### src/rtl/avalon_timer_pkg.sv
// Shared definitions for the Avalon multi-channel timer.
// Register map per channel (byte address = {channel, index, 2'b00}):
//   index 0 CTRL   : bit0 EN, bit1 PERIODIC, bit2 IRQ_EN, bits[8 +: PSC_W] PSC
//   index 1 LOAD   : reload value
//   index 2 COUNT  : current count (read-only)
//   index 3 STATUS : bit0 PEND (write 1 to clear)
package avalon_timer_pkg;

  // Channel field is always 4 bits wide so that addresses of channels beyond
  // N_CH decode as unmapped instead of aliasing onto implemented channels.
  localparam int CH_BITS = 4;

  localparam logic [1:0] REG_CTRL   = 2'd0;
  localparam logic [1:0] REG_LOAD   = 2'd1;
  localparam logic [1:0] REG_COUNT  = 2'd2;
  localparam logic [1:0] REG_STATUS = 2'd3;

  localparam int CTRL_EN_BIT       = 0;
  localparam int CTRL_PERIODIC_BIT = 1;
  localparam int CTRL_IRQ_EN_BIT   = 2;
  localparam int CTRL_PSC_LSB      = 8;

  typedef enum logic {
    ONESHOT  = 1'b0,
    PERIODIC = 1'b1
  } mode_e;

endpackage

### src/rtl/timer_channel.sv
// One timer channel: CTRL/LOAD registers, prescaler, down-counter and PEND.
// Ports:
//   clk, rst           : clock, asynchronous active-high reset
//   wr_ctrl/load/status: single-cycle write strobes for this channel
//   wdata              : bus write data
//   ctrl_rd .. status_rd: zero-extended register read values
//   irq_req            : PEND & IRQ_EN
module timer_channel
  import avalon_timer_pkg::*;
#(
  parameter int CNT_W = 32,
  parameter int PSC_W = 8
) (
  input  logic        clk,
  input  logic        rst,
  input  logic        wr_ctrl,
  input  logic        wr_load,
  input  logic        wr_status,
  input  logic [31:0] wdata,
  output logic [31:0] ctrl_rd,
  output logic [31:0] load_rd,
  output logic [31:0] count_rd,
  output logic [31:0] status_rd,
  output logic        irq_req
);

  logic             en;
  logic             irq_en;
  mode_e            mode;
  logic [PSC_W-1:0] psc;
  logic [PSC_W-1:0] psc_cnt;
  logic [CNT_W-1:0] load;
  logic [CNT_W-1:0] count;
  logic             pend;
  logic             tick;
  logic             expire;
  logic             unused_wdata;

  // >= rather than == keeps ticking sane if PSC is lowered mid-run.
  assign tick         = en && (psc_cnt >= psc);
  assign expire       = tick && (count == '0);
  assign unused_wdata = ^wdata;

  always_ff @(posedge clk or posedge rst) begin
    if (rst) begin
      en      <= 1'b0;
      irq_en  <= 1'b0;
      mode    <= ONESHOT;
      psc     <= '0;
      psc_cnt <= '0;
      load    <= '0;
      count   <= '0;
      pend    <= 1'b0;
    end else begin
      // A CTRL write overrides the one-shot self-disable in the same cycle.
      if (wr_ctrl) begin
        en     <= wdata[CTRL_EN_BIT];
        mode   <= mode_e'(wdata[CTRL_PERIODIC_BIT]);
        irq_en <= wdata[CTRL_IRQ_EN_BIT];
        psc    <= wdata[CTRL_PSC_LSB +: PSC_W];
      end else if (expire && (mode == ONESHOT)) begin
        en <= 1'b0;
      end

      // Prescaler is held at zero while disabled and restarts on LOAD writes.
      if (wr_load || !en || tick) psc_cnt <= '0;
      else                        psc_cnt <= psc_cnt + PSC_W'(1);

      if (wr_load) load <= wdata[CNT_W-1:0];

      // LOAD write wins over expiry/tick for COUNT; PEND is still set below.
      if (wr_load)     count <= wdata[CNT_W-1:0];
      else if (expire) count <= (mode == PERIODIC) ? load : '0;
      else if (tick)   count <= count - CNT_W'(1);

      // Expiry beats a same-cycle write-1-to-clear.
      if (expire)                    pend <= 1'b1;
      else if (wr_status && wdata[0]) pend <= 1'b0;
    end
  end

  always_comb begin
    ctrl_rd                              = '0;
    ctrl_rd[CTRL_EN_BIT]                 = en;
    ctrl_rd[CTRL_PERIODIC_BIT]           = (mode == PERIODIC);
    ctrl_rd[CTRL_IRQ_EN_BIT]             = irq_en;
    ctrl_rd[CTRL_PSC_LSB +: PSC_W]       = psc;
  end

  assign load_rd   = 32'(load);
  assign count_rd  = 32'(count);
  assign status_rd = {31'd0, pend};
  assign irq_req   = pend & irq_en;

endmodule

### src/rtl/avalon_multi_timer.sv
// Avalon-MM slave with N_CH independent down-counting timers.
// Ports:
//   clk, rst        : clock, asynchronous active-high reset
//   read_n, write_n : active-low Avalon strobes (write wins when both low)
//   address         : byte address, [3:2] register index, [7:4] channel
//   writeData       : write data
//   readData        : registered read data, valid one cycle after read_n=0
//   irq             : registered OR of PEND & IRQ_EN over all channels
module avalon_multi_timer
  import avalon_timer_pkg::*;
#(
  parameter int N_CH  = 4,
  parameter int CNT_W = 32,
  parameter int PSC_W = 8
) (
  input  logic        clk,
  input  logic        rst,
  input  logic        read_n,
  input  logic        write_n,
  input  logic [31:0] address,
  input  logic [31:0] writeData,
  output logic [31:0] readData,
  output logic        irq
);

  logic [CH_BITS-1:0] ch_sel;
  logic [1:0]         reg_idx;
  logic               wr;
  logic               rd;
  logic [31:0]        ctrl_rd   [N_CH];
  logic [31:0]        load_rd   [N_CH];
  logic [31:0]        count_rd  [N_CH];
  logic [31:0]        status_rd [N_CH];
  logic [N_CH-1:0]    irq_req;
  logic [31:0]        rd_mux;
  logic               unused_addr;

  assign ch_sel      = address[CH_BITS+3:4];
  assign reg_idx     = address[3:2];
  assign wr          = !write_n;
  assign rd          = !read_n && write_n;
  assign unused_addr = ^address;

  for (genvar g = 0; g < N_CH; g++) begin : g_ch
    logic hit;
    assign hit = wr && (ch_sel == CH_BITS'(g));

    timer_channel #(
      .CNT_W (CNT_W),
      .PSC_W (PSC_W)
    ) u_ch (
      .clk       (clk),
      .rst       (rst),
      .wr_ctrl   (hit && (reg_idx == REG_CTRL)),
      .wr_load   (hit && (reg_idx == REG_LOAD)),
      .wr_status (hit && (reg_idx == REG_STATUS)),
      .wdata     (writeData),
      .ctrl_rd   (ctrl_rd[g]),
      .load_rd   (load_rd[g]),
      .count_rd  (count_rd[g]),
      .status_rd (status_rd[g]),
      .irq_req   (irq_req[g])
    );
  end

  // Unmapped channels fall through with zero.
  always_comb begin
    rd_mux = '0;
    for (int i = 0; i < N_CH; i++) begin
      if (ch_sel == CH_BITS'(i)) begin
        case (reg_idx)
          REG_CTRL:  rd_mux = ctrl_rd[i];
          REG_LOAD:  rd_mux = load_rd[i];
          REG_COUNT: rd_mux = count_rd[i];
          default:   rd_mux = status_rd[i];
        endcase
      end
    end
  end

  always_ff @(posedge clk or posedge rst) begin
    if (rst) begin
      readData <= '0;
      irq      <= 1'b0;
    end else begin
      if (rd) readData <= rd_mux;
      irq <= |irq_req;
    end
  end

endmodule

### config.mk
export PLATFORM = sky130hd
export DESIGN_NAME = avalon_multi_timer
export DESIGN_NICKNAME = d
export VERILOG_FILES = /design/src/rtl/avalon_timer_pkg.sv /design/src/rtl/timer_channel.sv /design/src/rtl/avalon_multi_timer.sv
export SDC_FILE = /design/constraint.sdc
export NUM_CORES = 1
export LEC_CHECK = 0
export CAP_MARGIN = 30
export CORE_MARGIN = 2
export CORE_UTILIZATION = 50
export CTS_CLUSTER_SIZE = 8
export DETAILED_ROUTE_END_ITERATION = 10
export PLACE_DENSITY = 0.74
export SLEW_MARGIN = 5
export SYNTH_ARGS = -nofsm -noshare
export SYNTH_HDL_FRONTEND = slang
export SYNTH_SLANG_ARGS = --single-unit
export TNS_END_PERCENT = 20
### constraint.sdc
create_clock -name clk -period 18.1 [get_ports clk]
set_input_delay 3.62 -clock clk [delete_from_list [all_inputs] [get_ports clk]]
set_output_delay 3.62 -clock clk [all_outputs]
set_load 0.005 [all_outputs]
==> results of run 1 <==
-- critical path, stage by stage --
cell and delay, ps:
sky130_fd_sc_hd__clkdlybuf4s50_1 470, sky130_fd_sc_hd__buf_4 330, sky130_fd_sc_hd__nand3_2 800, sky130_fd_sc_hd__nor3_2 410
sky130_fd_sc_hd__buf_4 640, sky130_fd_sc_hd__nor2_2 120, sky130_fd_sc_hd__buf_4 280, sky130_fd_sc_hd__a22o_1 210
sky130_fd_sc_hd__a221o_1 260
-- flip-flops by register name, indices dropped and copies added (netlist names) --
register,cells
g_ch.u_ch.count_rd,128
g_ch.u_ch.load_rd,128
g_ch.u_ch.psc,32
g_ch.u_ch.psc_cnt,32
readData,32
g_ch.u_ch.en,4
g_ch.u_ch.irq_en,4
g_ch.u_ch.mode,4
g_ch.u_ch.pend,4
irq,1
-- synth_stat cells, types with 47 or more instances --
library cell and count:
sky130_fd_sc_hd__inv_1 47, sky130_fd_sc_hd__xor2_1 53, sky130_fd_sc_hd__xnor2_1 68, sky130_fd_sc_hd__nand3_1 53, sky130_fd_sc_hd__nand2_1 515, sky130_fd_sc_hd__a21oi_1 123
sky130_fd_sc_hd__clkbuf_1 151, sky130_fd_sc_hd__nor2_1 125, sky130_fd_sc_hd__nor3_1 63, sky130_fd_sc_hd__o21ai_0 87, sky130_fd_sc_hd__a221o_1 76, sky130_fd_sc_hd__a22oi_1 109
sky130_fd_sc_hd__dfrtp_1 369
-- metal layers --
| layer | routed length (um) | vias to the layer above |
|---|---|---|
| met5 | 13 | - |
| met4 | 4729 | 2 |
| met3 | 6417 | 255 |
| met2 | 29960 | 1181 |
| met1 | 27790 | 9480 |
| li1 | - | 8568 |
-- power by group --
part           leakage (nW)  internal (mW)  switching (mW)
clock                 0.667          0.511           0.359
combinational          4.87          0.351           0.427
sequential             4.86           1.01           0.263
total                  10.4           1.87            1.05
-- worst paths after layout --
kind / to / slack (ps)
worst min register to register: readData[18] / 470
max in group asynchronous: g_ch[3].u_ch.en / 12260
worst max-delay path: g_ch[3].u_ch.count_rd[13] / 11400
worst max register to register: g_ch[0].u_ch.count_rd[21] / 14510
worst min-delay path: readData[18] / 470
min in group asynchronous: g_ch[0].u_ch.load_rd[23] / 3560
-- through the flow --
step | worst slack (ps) | hold WS (ps) | instance area, sq um | std cells | power, mW
5_1_grt | 11200 | 509.6 | 23650 | 2916 | 3.065
3_3_place_gp | 10820 | 459.8 | 22180 | 2854 | 1.991
3_5_place_dp | 10730 | 470.5 | 22210 | 2855 | 2.030
2_1_floorplan | 4234 | 459.6 | 21260 | 2403 | 1.794
4_1_cts | 11330 | 481.2 | 23560 | 2912 | 2.903
6_report | 11400 | 474.6 | 23660 | 2918 | 2.919
-- area by class of cell --
| class | instances | area (sq um) |
|---|---|---|
| Fill cell | 3643 | 18290 |
| Multi-Input combinational cell | 1792 | 11100 |
| Sequential cell | 369 | 9234 |
| Clock buffer | 54 | 1330 |
| Timing Repair Buffer | 112 | 1106 |
| Tap cell | 539 | 674.4 |
| Inverter | 47 | 183.9 |
| Clock inverter | 3 | 26.28 |
| Antenna cell | 2 | 5.005 |
-- kinds of logic (layout without fill, tap and decap cells) --
kind of cell	after synthesis	count (layout)	share of synthesized area [%]
AND/OR/NAND/NOR	951	951	20.44
adder cells (fa/ha/maj)	40	40	2.354
buffers and inverters	242	216	4.684
flip-flops	369	369	43.43
AO/OA/AOI/OAI	590	590	19.39
XOR/XNOR	121	121	4.985
multiplexers	90	90	4.714
other	0	2	0
==> results by stage, run 1 <==
Finish:
- The layout net count is roughly 2500.
- The library cell used most frequently in the layout, excluding fill and tap cells, is sky130_fd_sc_hd__nand2_1.
- The share of cells above drive strength 1 is 7.699%.
- The utilization after layout is roughly 56%.
- The top cell types in the final layout, fill and taps aside, are 515 x sky130_fd_sc_hd__nand2_1, 369 x sky130_fd_sc_hd__dfrtp_1, 123 x sky130_fd_sc_hd__nor2_1.
- The area growth from synthesis to layout is 11.26%.

Worst setup path:
- In this run the critical register-to-register path is launched from g_ch[0].u_ch.count_rd[3].
- The required time of the worst setup path is about 19000 ps.
- The kind of launch point of the worst setup path is an input port.
- The number of cells on the worst reg-to-reg path is 6.
- STA classifies the critical path endpoint as a flop.
- The worst setup path is of the in2reg kind.
- Of all nets on the critical path, the largest fanout is between 60 and 70.
- Data on the critical path arrives at its endpoint at around 7200 ps.
- The start point of the critical path is address[4].

CTS:
- The post-CTS setup buffer count is 0.
- After clock tree synthesis, the repair step resized 0 gates.
- The cell at the root of the clock tree is sky130_fd_sc_hd__clkbuf_16.
- TritonCTS built the clock tree.
- CTS built an H-tree with a depth of 2.
- The clock input transition at the sequential cells of the worst setup and hold paths is roughly 50 ps.
- The latest clock arrival within the worst-skew pair is 600 ps.
- CTS saw 369 sinks.
- The buffer depth of the longest clock path is 3.
- TritonCTS created 52 clock buffers.
- Hold repair after CTS inserted 0 buffers.

Global routing:
- The total global routing track utilization is a little under a third.
- The met1 track utilization from global routing is 43.51%.
- For met3 alone, demand over resource in global routing was under 10%.
- The met2 capacity usage during global routing is 46.99%.
- The via count of the first global-routing pass is ~19000.
- The pin count of the biggest net entering global routing is around 190.
- The global-route wire length before repair is roughly 110 mm.
- In this run the most used layer during global routing was met2.
- The total congestion overflow is 0.
- The initial antenna violation count is 6.

Floorplan:
- For this configuration, the core starts out at a cell density of 50.68%.
- The area inside the core boundary is 41950 sq um.
- The floorplan die width is roughly 210 um.
- The area of the die is around 44000 sq um.
- The floorplan has 75 rows.
- The I/O pin count is just over 100.
- The overall die height is around 210 um.

Detailed routing:
- The detailed-route vias per instance is between 6 and 7.
- For this run, the detailed router's first-pass iteration total came to 6.
- The post-detailed-route count of antenna-violating nets is 0.
- The total wirelength of the detailed-routed design is just under 70 mm.
- Across all layers, the routed design uses 19490 vias.
- In the final routed layout, each cell accounts on average for about 24 um.
- The first-iteration detailed-routing DRC count is between 2000 and 2500.
- The remaining routing DRC violations is 0.

STA:
- The final hold violation count is 0.
- The sum of negative setup slack is 0 ps.
- At the pin with the least slew margin, the transition time is between 1000 and 1500 ps.
- Timing would allow up to ~150 MHz.
- Setup violations remaining at the end of the flow were counted as 0.
- The worst pin sits at a relative slew slack of about 17%.
- Setup repair after global routing left no endpoint under its margin.
- The final critical path time including I/O delays and setup is about 6700 ps.
- The number of slew-limit violations in the final report is 0.
- Between clock sinks in the finished design, the worst skew comes to around 29 ps.
- The final worst-path cycle share is ~37%.

Synth:
- The average cell area after synthesis is around 9 sq um.
- Summing the sequential cell areas from Yosys gives a little over two fifths of the chip area.
- After synthesis, the largest area contributor takes up a little over two fifths of total cell area.
- The count of warnings emitted by yosys is 0.
- The number of nets in the synthesized netlist is 2511.
- The number of enable flip-flop cells after synthesis is 0.
- By area the synthesized netlist is led by sky130_fd_sc_hd__dfrtp_1 43%, sky130_fd_sc_hd__nand2_1 9.1%, sky130_fd_sc_hd__a22oi_1 3.8%.
- Among all flip-flop cells after synthesis, the most frequent one is sky130_fd_sc_hd__dfrtp_1.
- The fraction of synthesis flops using an asynchronous set or reset pin is 100.0%.
- The cell count after synthesis came out at 2403.
- The count of unique library cells instantiated by Yosys is slightly above 70.
- In this run, synthesis produced a sequential element count of roughly 370.
- Summed over all instances, the cell type with the most area after synthesis is sky130_fd_sc_hd__dfrtp_1.
- In this run the cell area of the synthesized design comes to approximately 21000 sq um.

Pwr:
- For this design the ratio of total power to cell area is 123.4 nW/um^2.
- The worst ir drop on vdd is 71.65 uV.
- For this design the static power due to leakage is 10.40 nW.

Placement:
- The placed wire-length estimate after detailed placement is between 40 and 50 mm.
- At the end of routability-driven placement, the weighted congestion stood at between 0.9 and 1.
- During placement, the flow inserted port buffers numbering between 70 and 80.

Worst hold path:
- Counting instances, the worst hold path has a depth of 2.
- The worst hold path begins at readData[18].
- The worst hold path belongs to the class reg2reg.

Flow run:
- The max-cap violation count is 0.

Run status:
- The run finished with clean final reports.
No activity file was read; power rests on OpenSTA's default activity.
==> run 2: changes to the inputs <==
--- a/config.mk
+++ b/config.mk
@@ -10,7 +10,7 @@
 export CORE_UTILIZATION = 50
 export CTS_CLUSTER_SIZE = 8
 export DETAILED_ROUTE_END_ITERATION = 10
-export PLACE_DENSITY = 0.74
+export PLACE_DENSITY = 0.77
 export SLEW_MARGIN = 5
 export SYNTH_ARGS = -nofsm -noshare
 export SYNTH_HDL_FRONTEND = slang
==> constraint.sdc (replaced) <==
create_clock -name clk -period 6.05 [get_ports clk]
set_input_delay 1.21 -clock clk [delete_from_list [all_inputs] [get_ports clk]]
set_output_delay 1.21 -clock clk [all_outputs]
set_load 0.005 [all_outputs]
==> run 2 against run 1 <==
Compared with the run above:
- wire length increased by 0.61%
- clock skew increased by 0.54 ps
- core utilization about the same
- clock power increased to 3.0 times the previous value
- combinational power increased to 3.0 times the previous value
- total power increased to 3.0 times the previous value
- global-route usage increased by 0.42 points
- worst hold slack improved by 2.2 ps
- register-to-register slack got worse by 12000 ps
- cell area about the same
- die area unchanged
- critical path type unchanged
- largest cell class unchanged
==> results by stage, run 2 (same netlist as run 1, synthesis figures left out) <==
Global routing:
- The initial antenna violation count is 1.
- The met2 capacity usage during global routing is between 40% and 50%.
- The global-route layer with the greatest usage is met2.
- The first global-routing pass estimated approximately 110 mm of wire.
- Across every metal layer, demand over resource in global routing totals about a third.
- Global routing used approximately 6% of the available met3 tracks.
- The total congestion overflow is 0.
- Entering global routing, the biggest net connects 129 pins.
- The met1 track utilization from global routing is between 40 and 50%.
- The via count of the first global-routing pass is ~19000.

Pwr:
- The worst ir drop on vdd is between 200 and 300 uV.
- The leakage dissipation is 10.39 nW.
- Overall power consumption after layout is estimated at 8.726 mW.
- In this run the power density over the cells is 369.1 nW/um^2.

STA:
- The number of failing setup endpoints in the final timing report is 0.
- The final hold violation count is 0.
- The final critical path time including I/O delays and setup is around 4000 ps.
- The highest achievable clock rate is 249.7 MHz.
- Between clock sinks in the finished design, the worst skew comes to approximately 29 ps.
- The sum of negative setup slack is 0 ps.
- The relative slew slack is 30.06%.
- Setup repair after global routing left no endpoint under its margin.
- The worst hold slack is about 480 ps.
- The number of slew-limit violations in the final report is 0.
- In the finished design, the share of the clock period the worst path needs comes to 66.18%.
- At the pin with the least slew margin, the transition time is between 1000 and 1500 ps.
- In the post-route analysis, the smallest setup slack over all paths is roughly 2000 ps.

Floorplan:
- Measured along the y axis, the die boundary spans between 200 and 250 um.
- The starting density of the core is between 50% and 60%.
- The area of the die is between 40000 and 50000 sq um.
- The area inside the core boundary is ~42000 sq um.
- The I/O pin count is just over 100.
- In this run the core area contains between 70 and 80 standard-cell rows.
- The floorplan die width is approximately 210 um.

Finish:
- Cells fill 56.36% of the core in the end.
- Excluding fillers, the count of instances in the completed layout stands at about 2900.
- For this run, the post-layout net count is 2487.
- After filler insertion, the fill cell instance count of the layout stands at 3603.
- In the final layout, the share of cells above drive strength 1 is under 10%.
- The summed area of non-filler cells in the final layout is between 20000 and 25000 sq um.
- Compared with the post-synthesis result, the final layout area differs by 11.21%.
- Leaving out fill and tap cells, the most frequent cells in the layout are 515 x sky130_fd_sc_hd__nand2_1, 369 x sky130_fd_sc_hd__dfrtp_1, 123 x sky130_fd_sc_hd__nor2_1.
- The library cell used most frequently in the layout, excluding fill and tap cells, is sky130_fd_sc_hd__nand2_1.

CTS:
- In this run the clock root is driven by a sky130_fd_sc_hd__clkbuf_16.
- After clock tree synthesis, the clock-pin slew on the worst setup and hold paths is approximately 50 ps.
- Buffers inserted during clock tree synthesis total 52.
- No sink is reached through more buffers than the 3 on the longest clock path.
- Buffers added to address setup during post-CTS repair amount to 0.
- TritonCTS built the clock tree.
- The count of clock tree sinks is between 300 and 400.
- The maximum level of the CTS H-tree is 2.
- The number of hold buffers added after cts is 0.
- Clock latency on the worst-skew pair, taken at its later pin, is between 600 and 700 ps.
- Gates resized during post-CTS repair numbered 0.

Worst setup path:
- The required time of the worst setup path is 6530 ps.
- The slowest library cell on the worst path is sky130_fd_sc_hd__clkdlybuf4s50_1.
- Of all nets on the critical path, the largest fanout is 37.
- STA classifies the critical path endpoint as a flop.
- The worst setup path is of the in2reg kind.
- STA classifies the critical path startpoint as an input port.
- Traced cell by cell, the critical path runs through clkdlybuf4s50_1 > nand2b_1 > nor3_1 > nand2_1 > buf_4 > nand3_1 > buf_4 > a211oi_1 > a221o_1.
- The cell family contributing the most delay on the critical path is buffers and inverters.
- The delay contributed by the slowest stage of the critical path is a little under 800 ps.
- The sum of buffers and inverters on the critical path is 3.
- The most numerous cell type found on the critical path is sky130_fd_sc_hd__buf_4.
- At the worst endpoint, the arrival time is between 4000 and 5000 ps.

Detailed routing:
- The detailed-route vias per instance is between 6 and 7.
- The count of vias placed by the detailed router is slightly below 20000.
- The number of iterations in the first detailed-routing pass is 6.
- In the final routed layout, each cell accounts on average for 23.73 um.
- After detailed routing, the total wire length is between 60 and 70 mm.
- The post-detailed-route count of antenna-violating nets is 0.
- The remaining routing DRC violations is 0.
- The first routing iteration left around 2400 violations.

Placement:
- The worst slack at placement is roughly 1500 ps.
- The count of buffers from port buffering is 74.
- The area of placed instances is about 22000 sq um.
- The count of placed standard cells including taps is roughly 2900.
- Detailed placement ended at an HPWL of about 47 mm.
- At the end of routability-driven placement, the weighted congestion stood at around 0.96.

Worst hold path:
- The class of the worst hold path is reg2reg.

Run status:
- The run finished with clean final reports.

Flow run:
- The max-cap violation count is 0.
==> run 2: cell count changes in the layout (fill, tap and decap cells not counted), sizes merged <==
cell,delta
clkinvlp,+2
inv,-1
clkinv,-1
buf,+6
clkbuf,-1
diode,-1
==> run 2: final cells by class <==
class                           count  area, sq um  share of cell area, %
Tap cell                          539        674.4                  2.852
Timing Repair Buffer              117         1091                  4.615
Antenna cell                        1        2.502                0.01058
Clock buffer                       54         1340                  5.668
Multi-Input combinational cell   1792        11100                  46.93
Clock inverter                      3        25.02                 0.1058
Sequential cell                   369         9234                  39.06
Inverter                           47        180.2                 0.7621
==> run 2: worst min-delay path: stages (launching register included) <==
cell and delay [ps]:
sky130_fd_sc_hd__dfrtp_1 330, sky130_fd_sc_hd__nand2_1 50, sky130_fd_sc_hd__o21ai_0 60
==> run 2: power by group <==
part,switching (mW),internal [mW]
logic,1.28,1.05
registers,0.786,3.02
clock network,1.06,1.54
==> run 2: worst paths after layout <==
path | to | slack, ps | start | cells after the start
worst max-delay path | g_ch[1].u_ch.count_rd[5] | 2050 | address[5] | 9
worst min-delay path | readData[22] | 480 | readData[22] | 2
worst max register to register | g_ch[3].u_ch.count_rd[13] | 2340 | g_ch[3].u_ch.count_rd[0] | 7
worst min register to register | readData[22] | 480 | readData[22] | 2
max in group asynchronous | g_ch[3].u_ch.psc[2] | 3970 | rst | 4
min in group asynchronous | g_ch[0].u_ch.load_rd[25] | 900 | rst | 2
==> run 2: metal layers <==
metal / part of all wire, % / wire, um / up-vias
met2: 43 / 29710 / 1166
li1: - / - / 8601
met5: 0 / 0 / -
met3: 9.6 / 6659 / 263
met1: 40 / 27630 / 9441
met4: 7.7 / 5319 / 0
